## config.mk

```make
export PLATFORM = sky130hd
export DESIGN_NAME = accum_arbiter
export DESIGN_NICKNAME = d
export VERILOG_FILES = /design/src/rtl/accum_arbiter_pkg.sv /design/src/rtl/accum_arbiter_rr_arbiter.sv /design/src/rtl/accum_arbiter.sv
export SDC_FILE = /design/constraint.sdc
export NUM_CORES = 1
export LEC_CHECK = 0
export BUFFER_PORTS_ARGS = -buffer_cell sky130_fd_sc_hd__buf_2
export CORE_MARGIN = 2
export CORE_UTILIZATION = 41
export CTS_BUF_LIST = sky130_fd_sc_hd__clkbuf_4 sky130_fd_sc_hd__clkbuf_8 sky130_fd_sc_hd__clkbuf_16
export DETAILED_ROUTE_END_ITERATION = 16
export HOLD_SLACK_MARGIN = 0.15
export PLACE_DENSITY = 0.84
export SETUP_SLACK_MARGIN = 0.15
export SLEW_MARGIN = 10
export SYNTH_ARGS = -nofsm -noshare
export SYNTH_HDL_FRONTEND = slang
export SYNTH_SLANG_ARGS = --single-unit
```

## constraint.sdc

```tcl
create_clock -name Clk -period 2.9 [get_ports Clk]
set_input_delay 0.29 -clock Clk [delete_from_list [all_inputs] [get_ports Clk]]
set_output_delay 0.29 -clock Clk [all_outputs]
set_load 0.05 [all_outputs]
```

## src/rtl/accum_arbiter_pkg.sv

```systemverilog
// Shared definitions for the accumulator arbiter slice:
// word widths, adder latency and FSM state encodings.
package accum_arbiter_pkg;

  localparam int BIT_LENGTH  = 16;
  localparam int DATA_W_P    = BIT_LENGTH * 2;
  localparam int ACC_LATENCY = 1;
  localparam int DRAIN_W     = 3;

  typedef enum logic [2:0] {
    ST_IDLE   = 3'd0,
    ST_CLEAR  = 3'd1,
    ST_STREAM = 3'd2,
    ST_DRAIN  = 3'd3,
    ST_RESP   = 3'd4
  } state_e;

  function automatic logic [DRAIN_W-1:0] drain_load(input int lat);
    return DRAIN_W'(lat - 1);
  endfunction

endpackage

```

## src/rtl/accum_arbiter_rr_arbiter.sv

```systemverilog
// Combinational round-robin pick: first requester at or
// after ptr, ascending with wrap-around.
module rr_arbiter #(
  parameter int NUM_REQ = 4,
  parameter int ID_W    = 2
) (
  input  logic [NUM_REQ-1:0] req,
  input  logic [ID_W-1:0]    ptr,
  output logic [NUM_REQ-1:0] gnt,
  output logic [ID_W-1:0]    gnt_id
);

  localparam int IDX_W = (NUM_REQ > 1) ? $clog2(NUM_REQ) : 1;

  always_comb begin
    gnt    = '0;
    gnt_id = '0;
    for (int k = 0; k < NUM_REQ; k++) begin
      logic [IDX_W-1:0] idx;
      idx = IDX_W'((int'(ptr) + k) % NUM_REQ);
      if (gnt == '0 && req[idx]) begin
        gnt[idx] = 1'b1;
        gnt_id   = ID_W'(idx);
      end
    end
  end

endmodule

```

## src/rtl/accum_arbiter.sv

```systemverilog
// Round-robin owner of a shared float accumulator: clear,
// stream one burst, wait out adder latency, report the sum.
module accum_arbiter
  import accum_arbiter_pkg::*;
#(
  parameter int NUM_REQ     = 4,
  parameter int DATA_W      = DATA_W_P,
  parameter int ADD_LATENCY = ACC_LATENCY,
  parameter int ID_W        = 2,
  parameter int CNT_W       = 16
) (
  input  logic                      Clk,
  input  logic                      Rst,
  input  logic [NUM_REQ-1:0]        req_valid,
  input  logic [NUM_REQ-1:0]        req_last,
  input  logic [NUM_REQ*DATA_W-1:0] req_data,
  output logic [NUM_REQ-1:0]        req_ready,
  output logic                      resp_valid,
  output logic [ID_W-1:0]           resp_id,
  output logic [DATA_W-1:0]         resp_sum,
  output logic [CNT_W-1:0]          resp_count,
  output logic                      acc_clr,
  output logic                      acc_add,
  output logic [DATA_W-1:0]         acc_addend,
  input  logic [DATA_W-1:0]         acc_sum
);

  state_e              state_q, state_d;
  logic [NUM_REQ-1:0]  gnt_q, gnt_d;
  logic [ID_W-1:0]     gid_q, gid_d;
  logic [ID_W-1:0]     rr_q, rr_d;
  logic [CNT_W-1:0]    cnt_q, cnt_d;
  logic [DRAIN_W-1:0]  drain_q, drain_d;
  logic [ID_W-1:0]     rid_q, rid_d;
  logic [DATA_W-1:0]   rsum_q, rsum_d;
  logic [CNT_W-1:0]    rcnt_q, rcnt_d;

  logic [NUM_REQ-1:0]  arb_gnt;
  logic [ID_W-1:0]     arb_id;
  logic                beat_valid;
  logic                beat_last;
  logic [DATA_W-1:0]   beat_data;
  logic                beat;

  rr_arbiter #(
    .NUM_REQ (NUM_REQ),
    .ID_W    (ID_W)
  ) u_rr (
    .req    (req_valid),
    .ptr    (rr_q),
    .gnt    (arb_gnt),
    .gnt_id (arb_id)
  );

  always_comb begin
    beat_valid = |(req_valid & gnt_q);
    beat_last  = |(req_last & gnt_q);
    beat_data  = '0;
    for (int i = 0; i < NUM_REQ; i++) begin
      if (gnt_q[i]) beat_data |= req_data[i*DATA_W +: DATA_W];
    end
    beat = (state_q == ST_STREAM) && beat_valid;
  end

  always_ff @(posedge Clk) begin
    if (Rst) begin
      state_q <= ST_IDLE;
      gnt_q   <= '0;
      gid_q   <= '0;
      rr_q    <= '0;
      cnt_q   <= '0;
      drain_q <= '0;
      rid_q   <= '0;
      rsum_q  <= '0;
      rcnt_q  <= '0;
    end else begin
      state_q <= state_d;
      gnt_q   <= gnt_d;
      gid_q   <= gid_d;
      rr_q    <= rr_d;
      cnt_q   <= cnt_d;
      drain_q <= drain_d;
      rid_q   <= rid_d;
      rsum_q  <= rsum_d;
      rcnt_q  <= rcnt_d;
    end
  end

  always_comb begin
    state_d = state_q;
    unique case (state_q)
      ST_IDLE:   if (|req_valid) state_d = ST_CLEAR;
      ST_CLEAR:  state_d = ST_STREAM;
      ST_STREAM: if (beat && beat_last) state_d = ST_DRAIN;
      ST_DRAIN:  if (drain_q == '0) state_d = ST_RESP;
      ST_RESP:   state_d = ST_IDLE;
      default:   state_d = ST_IDLE;
    endcase
  end

  always_comb begin
    gnt_d   = gnt_q;
    gid_d   = gid_q;
    rr_d    = rr_q;
    cnt_d   = cnt_q;
    drain_d = drain_q;
    rid_d   = rid_q;
    rsum_d  = rsum_q;
    rcnt_d  = rcnt_q;
    unique case (state_q)
      ST_IDLE: begin
        if (|req_valid) begin
          gnt_d = arb_gnt;
          gid_d = arb_id;
        end
      end
      ST_CLEAR: cnt_d = '0;
      ST_STREAM: begin
        if (beat) begin
          if (cnt_q != '1) cnt_d = cnt_q + CNT_W'(1);
          if (beat_last) drain_d = drain_load(ADD_LATENCY);
        end
      end
      ST_DRAIN: begin
        if (drain_q != '0) drain_d = drain_q - DRAIN_W'(1);
      end
      ST_RESP: begin
        rid_d  = gid_q;
        rsum_d = acc_sum;
        rcnt_d = cnt_q;
        rr_d   = (gid_q == ID_W'(NUM_REQ - 1)) ? '0
                 : gid_q + ID_W'(1);
      end
      default: ;
    endcase
  end

  // Result fields show live values in RESP and hold them afterwards.
  always_comb begin
    req_ready  = (state_q == ST_STREAM) ? gnt_q : '0;
    acc_add    = beat;
    acc_addend = (state_q == ST_STREAM) ? beat_data : '0;
    acc_clr    = (state_q == ST_CLEAR);
    resp_valid = (state_q == ST_RESP);
    resp_id    = resp_valid ? gid_q : rid_q;
    resp_sum   = resp_valid ? acc_sum : rsum_q;
    resp_count = resp_valid ? cnt_q : rcnt_q;
  end

endmodule

```

==> results.sh <==
export IMPL_num_rows=38
export IMPL_clk_pin_slew_ps=90
export IMPL_drive_gt1_share_pct=47.1
export IMPL_ys_top_cells_by_area="dfxtp_1, a22oi_1, mux2_2"
export IMPL_critPathSlowestCell="or4_4"
export IMPL_fmaxAchievable_ghz=0.372
export IMPL_syn_num_nets=679
export IMPL_cts_buffers=9
export IMPL_ant_nets=0
export IMPL_die_w_um=110
export IMPL_cts_htree_levels=3
export IMPL_die_area_um2=12100
export IMPL_ys_flop_type="dfxtp_1"
export IMPL_cts_buffer_depth=2
export IMPL_muxShareOfSynthArea_pct=14.4
export IMPL_drt_pass1_iter_count=5
export IMPL_min_period_ps=2690
export IMPL_stdcell_count=896
export IMPL_cts_tree="done"
export IMPL_yosys_area_share_simple_pct=15.4
export IMPL_p_per_area_nw_per_um2=565
export IMPL_r2r_start="rr_q[1]$_SDFFE_PP0P_"
export IMPL_grt_usage_pct=21.7
export IMPL_postCtsHoldBufs=0
export IMPL_power_leakage_uw=0.00302
export IMPL_first_iter_violations=364
export IMPL_grt_antenna_before_repair=0
export IMPL_grt_pass1_wl_mm=21.0
export IMPL_vias_per_cell=5.39
export IMPL_fin_area_um2=6350
export IMPL_core_um2=10900
export IMPL_tightestPinTransition_ps=716
export IMPL_critPathMostFrequentCell="buf_4"
export IMPL_hp_start="acc_sum[3]"
export IMPL_worst_path_buf_inv=2
export IMPL_endpoint_kind="flip-flop"
export IMPL_insertion_delay_ps=350
export IMPL_slew_headroom_pct=52.3
export IMPL_hold_depth=3
export IMPL_finalHoldViolCount=0
export IMPL_yosys_cell_types_count=56
export IMPL_fin_tns_setup_ps=0
export IMPL_synth_common_cells="dfxtp_1, a22oi_1, nor2b_1"
export IMPL_startpoint="rr_q[1]$_SDFFE_PP0P_"
export IMPL_placed_cell_area_um2=6040
export IMPL_synth_cell_area_um2=4590
export IMPL_grt_setup_unrepaired="false"
export IMPL_synth_edf_count=0
export IMPL_crit_chain="buf_4 -> ha_1 -> or4_4 -> a21bo_4 -> o211a_1 -> o211ai_2 -> a211oi_4 -> buf_4 -> a211o_1 -> a311oi_1"
export IMPL_place_inst=872
export IMPL_gp_congestion=0.911
export IMPL_area_delta_synth_final_pct=38.3
export IMPL_period_share_pct=92.7
export IMPL_hp_class="in2reg"
export IMPL_synthAdderAreaFrac_pct=3.27
export IMPL_grt_pass1_vias=4499
export IMPL_crit_cells=10
export IMPL_synth_top_family_by_area="compound AO/OA/AOI/OAI gates"
export IMPL_slew_violations=0
export IMPL_status="complete, no violations"
export IMPL_grt_max_degree=39
export IMPL_synthCells=497
export IMPL_synth_compound_area_share_pct=24.2
export IMPL_routedWlPerCell_um=15.5
export IMPL_cts_root_buf="clkbuf_8"
export IMPL_pin_count=259
export IMPL_dr_total_vias=4831
export IMPL_initial_core_util_pct=42.2
export IMPL_overflow=0
export IMPL_required_ps=3140
export IMPL_synth_largest_area_cell="dfxtp_1"
export IMPL_drt_wl_total_mm=13.8
export IMPL_cts_sinks=80
export IMPL_dp_hpwl_mm=10.6
export IMPL_synthArstFlopShare_pct=0
export IMPL_start_kind="flip-flop"
export IMPL_cp_arrival_ps=2930
export IMPL_drv_cap=0
export IMPL_synth_top_cell_area_share_pct=34.9
export IMPL_synthXorXnorAreaFrac_pct=3.05
export IMPL_vdd_drop_max_mv=0.374
export IMPL_yosysSeqAreaShare_pct=34.9
export IMPL_ys_ff_latch=80
export IMPL_finalSetupViolations=0
export IMPL_synth_warnings=0
export IMPL_worstPathMaxFanout=9
export IMPL_antenna_cells=0
export IMPL_critical_path_top_delay_family="compound AO/OA/AOI/OAI gates"
export IMPL_rr_worst_depth=10
export IMPL_clock_skew_ps=14.2
export IMPL_crit_type="reg2reg"
export IMPL_die_height_um=110
export IMPL_drcViolationCount=0
export IMPL_nNetsFinal=933
export IMPL_yosysMostFrequentCell="dfxtp_1"
export IMPL_io_buffer_count=258
export IMPL_syn_area_per_cell_um2=9.23
export IMPL_finalPower_uw=3590
export IMPL_cpPeakStageDelay_ps=550
==> power breakdown <==
group | internal (µW) | switching (µW)
registers | 1160 | 53.1
clock network | 417 | 443
logic | 509 | 1000
==> layer usage <==
metal | wire length [µm] | global-route usage, % | vias up | part of all wire [%]
met4 | 277 | 6.51 | 0 | 2.0
li1 | - | - | 2330 | -
met2 | 6270 | 35.8 | 237 | 45
met3 | 1370 | 6.16 | 32 | 9.9
met5 | 0 | 0 | - | 0
met1 | 5930 | 27.6 | 2232 | 43
==> tightest hold or removal path, delay by kind of cell <==
kind / cells / cell delay, ps
buffers and inverters: 1 / 70
and+or+nand+nor: 1 / 110
muxes: 1 / 120
==> registers in the layout, indices dropped and copies added (netlist names) <==
register	flops
rcnt_q	16
cnt_q	16
gnt_q	4
gid_q	2
rr_q	2
rid_q	2
drain_q	3
state_q	3
rsum_q	32
==> timing repair <==
| action | CTS | global route |
|---|---|---|
| gates cloned | 0 | 1 |
| setup endpoints to repair | 5 | 5 |
| buffers inserted | 0 | 7 |
| pin swaps | 1 | 5 |
| gates resized for setup | 0 | 9 |
==> placed cells by master (no fill, tap or decap), drive strengths merged, types with 10 or more instances in the layout <==
cell type and instances:
buf 280, dfxtp 80, a22oi 69, nor2b 53
mux2 51, a21oi 42, nor2 33, inv 20
ha 12, nand2 10, a211oi 10
==> per-stage QoR <==
step	utilization, %	hold WS [ps]	setup WS [ps]
after floorplan	-	435	155
after global placement	55.5	447	188
after detailed placement	55.5	446	122
after CTS	57.4	267	164
after global routing	58.3	291	91.6
final	58.3	282	212
==> final timing paths <==
path | slack (ps) | to
min | 280 | rsum_q[3]$_SDFF_PP0_
max reg2reg | 210 | gid_q[1]$_SDFFE_PP0P_
min reg2reg | 460 | drain_q[1]$_SDFFE_PP0P_
max | 210 | gid_q[1]$_SDFFE_PP0P_
==> cell families (layout without fill, tap and decap cells) <==
logic type	Yosys count	in the layout
AND/OR/NAND/NOR	131	131
flip-flops	80	80
AO/OA/AOI/OAI	149	149
adder cells (fa/ha/maj)	12	12
multiplexers	55	56
XOR/XNOR	16	16
buffers and inverters	54	312
==> final cells by class <==
type	count	area, µm²
Inverter	16	60.1
Sequential cell	80	1600
Fill cell	932	4540
Tap cell	140	175
Clock inverter	7	86.3
Timing Repair Buffer	280	1460
Multi-Input combinational cell	364	2840
Clock buffer	9	124
(Power assumes the default switching activity.)
